## src/rtl/arith_pkg.sv

```systemverilog
// Shared arithmetic-block definitions: square-root FSM encoding and default widths.
package arith_pkg;
  localparam int RAD_W_DEF = 8;
  localparam int ROOT_W    = RAD_W_DEF / 2;
  localparam int REM_W     = RAD_W_DEF / 2 + 1;

  localparam logic [1:0] ST_IDLE = 2'd0;
  localparam logic [1:0] ST_CALC = 2'd1;
  localparam logic [1:0] ST_DONE = 2'd2;

  typedef enum logic [1:0] {
    IDLE = ST_IDLE,
    CALC = ST_CALC,
    DONE = ST_DONE
  } state_t;
endpackage

```

## src/rtl/sqrt_step.sv

```systemverilog
// One restoring digit-by-digit square-root iteration; purely combinational.
// Consumes two radicand bits and produces one root bit.
module sqrt_step #(
  parameter int ROOT_W = 4
) (
  input  logic [ROOT_W+1:0] rem,
  input  logic [ROOT_W-1:0] root,
  input  logic [1:0]        bits,
  output logic [ROOT_W+1:0] rem_next,
  output logic [ROOT_W-1:0] root_next
);
  localparam int RW = ROOT_W + 2;

  logic [RW+1:0] rem_t;
  logic [RW+1:0] trial;
  logic          ge;

  // Widened by two bits so the compare sees the full shifted remainder.
  assign rem_t = {rem, bits};
  assign trial = {2'b00, root, 2'b01};
  assign ge    = (rem_t >= trial);

  assign rem_next  = ge ? RW'(rem_t - trial) : RW'(rem_t);
  assign root_next = ROOT_W'({root, ge});
endmodule

```

## src/rtl/square_root_seq.sv

```systemverilog
// Sequential integer square root, one root bit per clock; done RAD_W/2+1 cycles after start.
// start is ignored while busy; holding start in the DONE cycle chains the next operation.
module square_root_seq
  import arith_pkg::*;
#(
  parameter int RAD_W = RAD_W_DEF
) (
  input  logic                 clk,
  input  logic                 rst,
  input  logic                 start,
  input  logic [RAD_W-1:0]     radicand,
  output logic                 busy,
  output logic                 done,
  output logic [RAD_W/2-1:0]   root,
  output logic [RAD_W/2:0]     remainder,
  output logic                 exact
);
  localparam int RT_W  = RAD_W / 2;
  localparam int RM_W  = RT_W + 1;
  localparam int CNT_W = (RT_W > 1) ? $clog2(RT_W) : 1;

  state_t            state, state_n;
  logic [CNT_W-1:0]  cnt;
  logic [RAD_W-1:0]  rad_sr;
  logic [RT_W+1:0]   rem_q, rem_n;
  logic [RT_W-1:0]   root_q, root_n;
  logic              accept;
  logic              last;

  assign accept = start && (state != CALC);
  assign last   = (cnt == CNT_W'(RT_W - 1));

  sqrt_step #(.ROOT_W(RT_W)) u_step (
    .rem       (rem_q),
    .root      (root_q),
    .bits      (rad_sr[RAD_W-1 -: 2]),
    .rem_next  (rem_n),
    .root_next (root_n)
  );

  always_comb begin
    state_n = state;
    case (state)
      IDLE:    if (start) state_n = CALC;
      CALC:    if (last)  state_n = DONE;
      DONE:    state_n = start ? CALC : IDLE;
      default: state_n = IDLE;
    endcase
  end

  assign busy = (state == CALC);
  assign done = (state == DONE);

  always_ff @(posedge clk) begin
    if (rst) begin
      state     <= IDLE;
      cnt       <= '0;
      rad_sr    <= '0;
      rem_q     <= '0;
      root_q    <= '0;
      root      <= '0;
      remainder <= '0;
      exact     <= 1'b0;
    end else begin
      state <= state_n;
      if (accept) begin
        rad_sr <= radicand;
        rem_q  <= '0;
        root_q <= '0;
        cnt    <= '0;
      end else if (state == CALC) begin
        rad_sr <= rad_sr << 2;
        rem_q  <= rem_n;
        root_q <= root_n;
        cnt    <= cnt + 1'b1;
        // Final remainder is at most 2*root, so it always fits RM_W bits.
        if (last) begin
          root      <= root_n;
          remainder <= RM_W'(rem_n);
          exact     <= (rem_n == '0);
        end
      end
    end
  end
endmodule

```

## config.mk

```make
export PLATFORM = sky130hd
export DESIGN_NAME = square_root_seq
export DESIGN_NICKNAME = d
export VERILOG_FILES = /design/src/rtl/arith_pkg.sv /design/src/rtl/sqrt_step.sv /design/src/rtl/square_root_seq.sv
export SDC_FILE = /design/constraint.sdc
export NUM_CORES = 1
export LEC_CHECK = 0
export ABC_AREA = 1
export CORE_UTILIZATION = 46
export CTS_BUF_LIST = sky130_fd_sc_hd__clkbuf_4 sky130_fd_sc_hd__clkbuf_8
export CTS_CLUSTER_SIZE = 25
export DETAILED_ROUTE_END_ITERATION = 6
export PLACE_DENSITY = 0.71
export SETUP_SLACK_MARGIN = 0.15
export SYNTH_ARGS = -nofsm -noshare
export SYNTH_HDL_FRONTEND = slang
export SYNTH_SLANG_ARGS = --single-unit
export TNS_END_PERCENT = 30
```

## constraint.sdc

```tcl
create_clock -name clk -period 1.7 [get_ports clk]
set_input_delay 0.425 -clock clk [delete_from_list [all_inputs] [get_ports clk]]
set_output_delay 0.425 -clock clk [all_outputs]
set_load 0.05 [all_outputs]
```

; ---- After elaboration in Yosys (flattened, before gate mapping)
; Cells that the tools add are included.
; W data, S select, Z words.
[totals]
regBits = 32
wordCells = 32
out_inout_bits = 12
in_bits = 11
[op_classes]
muxes = 7
n_eq_ne = 6
add_sub_neg = 2
bitwise = 1
magnitude_cmp = 1
n_reduce_logical = 7
[ops]
columns = cell, count
row1 = $mux W8, 2
row2 = $ge A8 B6 Y1, 1
row3 = $logic_not A6 Y1, 1
row4 = $mux W6, 1
row5 = $pmux W2 S3, 1
row6 = $sub A6 B6 Y6, 1
row7 = $eq A2 B2 Y1 const B, 2
row8 = $mux W2, 2
row9 = $ne A2 B1 Y1 const B, 2
row10 = $reduce_and A3 Y1, 1
row11 = $add A2 B1 Y2 const B, 1
row12 = $eq A2 B1 Y1 const B, 1
row13 = $logic_not A2 Y1, 1
row14 = $ne A2 B2 Y1 const B, 1
row15 = $reduce_and A2 Y1, 1
row16 = $reduce_bool A2 Y1, 1
row17 = $reduce_or A2 Y1, 1
row18 = $logic_and A1 B1 Y1, 1
row19 = $mux W1, 1
row20 = $not A1 Y1, 1

; ---- Depth between registers and ports, before layout
[depth]
ltp_word = 4
mapped_depth = 13

; ---- Cells and area by module
; A second synthesis with hierarchy kept.
[hier_totals]
hier_cells = 239
area_unflattened_um2 = 1770.4
[modules_own_cells]
columns = mod, cells_each, area_per_inst_um2, n_inst
row1 = square_root_seq, 171, 1332.5, 1
row2 = sqrt_step, 68, 437.9, 1

; ---- Worst setup path after synthesis
; No wires, ideal clock.
[synth_path]
kind = reg2reg
from = register root_q[1]
to = register exact
setup_slack_ns = 0.096
required_ns = 1.634
setup_ns = 0.066
path_stages_with_launch = 11
arrival_ns = 1.538
path_cell_list = dfxtp_1 > inv_1 > ha_1 > or2_1 > nand3_2 > nand3_4 > nand2_1 > nand3_1 > nor2_1 > nand2_1 > a21oi_2
[synth_via]
elab_chain_len = 3
[synth_rtl]
columns = element, line
row1 = start: declaration, square_root_seq.sv:26  ; logic [RT_W-1:0] root_q, root_n;
row2 = start signal: assignment, square_root_seq.sv:74  ; root_q <= root_n;
row3 = $ge A8 B6 Y1 or $sub A6 B6 Y6 (tied branches), "sqrt_step.sv:21, sqrt_step.sv:23"
row4 = $mux W6 (*), sqrt_step.sv:23  ; assign rem_next = ge ? RW'(rem_t - trial) : RW'(rem_t);
row5 = $logic_not A6 Y1 (*), square_root_seq.sv:80  ; exact <= (rem_n == '0);
row6 = end signal: assignment, square_root_seq.sv:80
row7 = end: declaration, square_root_seq.sv:16  ; output logic exact
; Mark *: on every way between the ends. The rest lies on a longest branch, timed or not.
; A chain may end at the register's enable or synchronous reset.

; ---- Worst setup path after layout
; Ends and elaborated chain as after synthesis.

==> impl_metrics.toml <==
[timing]
finalCritPeriodShare_pct = 97.7
drv_slew = 0
min_period_ns = 1.66
rsz0062_at_grt = "yes"
fin_skew_ns = 0.00836
slew_headroom_pct = 78.4
hold_violations = 0
worst_slack_ns = 0.0386
tightest_slew_ns = 0.323
max_freq_mhz = 602
setup_viol = 0

[logic_synthesis]
yosys_warnings = 0
syn_inst = 243
synth_cell_type_count = 27
syn_avg_cell_area_sq_um = 6.95
synth_flop_cell = "dfxtp_1"
syn_area_sq_um = 1690
synth_most_common_cell = "nand2_1"
yosysTopAreaCell = "dfxtp_1"
synthArstFlopShare_pct = 0
synth_edf_count = 0
yosys-top-cells-count = "nand2_1 (63), inv_1 (46), dfxtp_1 (32), nand3_1 (22), a21oi_1 (16)"
synth_simple_gate_area_share_pct = 31.1
synthAdderAreaFrac_pct = 5.19
synth_compound_area_share_pct = 12.8
synth_area_leaders = "dfxtp_1 (38%), nand2_1 (14%), inv_1 (10%)"
synth-xor-area-share_pct = 0.519
ys_ff_latch = 32
synth_top_family_by_area = "simple AND/OR/NAND/NOR gates"
syn_nets = 261
ys_seq_area_share_pct = 38.0
synth_top_area_share_pct = 38.0
synthMuxAreaShare_pct = 0

[critical_path]
worst_setup_path_end_kind = "flip-flop"
start_kind = "flip-flop"
path_class = "flip-flop to flip-flop"
path_cells = "inv_2 > ha_4 > or2_4 > nand3_2 > nand3_4 > nand2_2 > nand3_2 > nor2_1 > nand2_1 > a21oi_2"
path_max_fanout = 8
worst-path-buf-inv = 1
arrival_ns = 1.93
required_ns = 1.97
cpPeakStageDelay_ns = 0.34
path_delay_family = "simple AND/OR/NAND/NOR gates"
crit_slowest_cell = "dfxtp_2"
crit_path_frequent_cell = "nand3_2"

[grt]
antenna_found_initial = 0
use_met2_pct = 41.7
track_usage_pct = 23.6
busiest_layer = "met2"
met1_usage_pct = 27.5
grt_use_met3_pct = 4.93
grt_pass1_wl_microns = 7230
grt_pass1_vias = 1729
grt_max_degree = 16
overflow = 0

[layout]
finalNetCount = 319
diodes = 0
multi_input_area_sq_um = 948
fillers = 293
fin_util_pct = 69.9
regArea_sq_um = 652
area_growth_pct = 41.4
drive_gt1_share_pct = 35.9

[power_and_ir_drop]
p_sw_uw = 632
clkPwrFrac_pct = 21.4
power_density_nw_per_um2 = 798
pwr-share-seq_pct = 41.9
intPower_mw = 1.27
p_comb_share_pct = 36.8
ir_drop_v = 0.000457
leakage_nw = 1.15
switching_share_pct = 33.2

[route]
drc = 0
wire_per_inst_microns = 12.0
first_iter_violations = 110
detail-route-antenna-nets = 0
vias_per_cell = 4.86
wirelength_microns = 4170
dr_total_vias = 1685
firstDrtPassIters = 4

[clock_tree]
cts_tree = "yes"
htree_levels = 2
cts_num_sinks = 32
cts_root_buffer = "clkbuf_4"
path_clk_slew_ns = 0.09
clock_latency_ns = 0.33
numCtsBuffers = 5
clk_path_buf_depth = 2

[die]
core_area_sq_um = 3420
die_h_microns = 62.6
dieArea_sq_um = 3920
io-pin-count = 23
rows = 21
initial_utilization_pct = 49.4
die_width_microns = 62.6

[placed_design]
post-place-ws_ns = -0.0593
place_congestion = 0.821
numPortBuffers = 22
hpwl_microns = 2980

[flow_run]
cap_violations = 0

[hold_path]
hp-class = "flip-flop to flip-flop"

[status]
outcome = "complete, no violations"
[path summary, 6_finish.rpt]
check / startpoint / endpoint / slack (ns) / depth (start not counted)
setup / recovery: root_q[1] / exact / 0.04 / 10
hold / removal: root_q[0] / root_q[1] / 0.47 / 2
setup reg to reg: root_q[1] / exact / 0.04 / 10
hold reg to reg: root_q[0] / root_q[1] / 0.47 / 2
[cells in the final DEF, fill, tap and decap left out, types with 4 or more instances in the layout]
| cell | count |
|---|---|
| nor2_2 | 4 |
| o211ai_1 | 4 |
| ha_4 | 4 |
| inv_2 | 9 |
| nor2_4 | 4 |
| o21ai_1 | 8 |
| a21oi_1 | 15 |
| nand3_1 | 20 |
| nand2_1 | 51 |
| nand2_2 | 15 |
| buf_4 | 42 |
| clkdlybuf4s50_1 | 10 |
| dfxtp_2 | 9 |
| nor2_1 | 6 |
| clkbuf_4 | 6 |
| dfxtp_1 | 23 |
| o21ai_0 | 4 |
| inv_1 | 41 |
[flip-flops by register name, indices dropped and copies added, names as in the netlist]
name       count
rem_q          6
rad_sr         8
root           4
state          2
remainder      5
exact          1
cnt            2
root_q         4
[final cells by class]
class / instances / share of cell area (%)
multi-input combinational: 156 / 39.7
clock buffer: 6 / 1.89
timing repair buffer: 56 / 20.6
sequential: 32 / 27.3
clock inverter: 1 / 0.210
inverter: 50 / 7.87
tap: 46 / 2.41
[metal layers]
metal	vias up	wire, microns	part of all wire [%]
met2	37	2030	49
met5	-	0	0
met1	760	1850	44
met4	0	100	2.4
li1	878	-	-
met3	10	191	4.6
[kinds of logic (layout without fill, tap and decap cells)]
logic type | after synthesis | in the layout
AOI/OAI and AO/OA | 38 | 38
xor gates and xnor gates | 1 | 1
adders and majority gates | 7 | 7
buffers and inverters | 55 | 113
DFF | 32 | 32
and+or+nand+nor | 110 | 110
[power groups by stage]
stage	sequential [mW]	clock [mW]	combinational, mW
6_report	0.797	0.407	0.700
5_1_grt	0.801	0.464	0.765
4_1_cts	0.795	0.422	0.644
3_5_place_dp	0.809	0	0.584
3_3_place_gp	0.808	0	0.578
2_1_floorplan	0.808	0	0.347
[through the flow]
step / power, mW / hold WS, ns / setup TNS, ns / instances / area [sq um]
after floorplan: 1.16 / 0.441 / 0 / 243 / 1700
after global placement: 1.39 / 0.452 / -0.199 / 332 / 2160
after detailed placement: 1.39 / 0.459 / -0.292 / 332 / 2160
after CTS: 1.86 / 0.469 / 0 / 344 / 2330
after global routing: 2.03 / 0.502 / -0.0816 / 347 / 2390
final: 1.90 / 0.469 / 0 / 347 / 2390
[worst reg2reg max path: stages (launching register included)]
cell and delay, ns:
dfxtp_2 0.34, inv_2 0.05, ha_4 0.24, or2_4 0.24, nand3_2 0.09, nand3_4 0.14, nand2_2 0.13, nand3_2 0.08
nor2_1 0.11, nand2_1 0.07, a21oi_2 0.10
[what timing repair did]
action,in CTS,in global routing
pin swaps,13,15
gates resized for setup,25,17
buffers inserted,5,3
endpoints found under the setup margin,13,19
cloned,0,0
hold buffers,0,0
No activity file was read; power rests on OpenSTA's default activity.
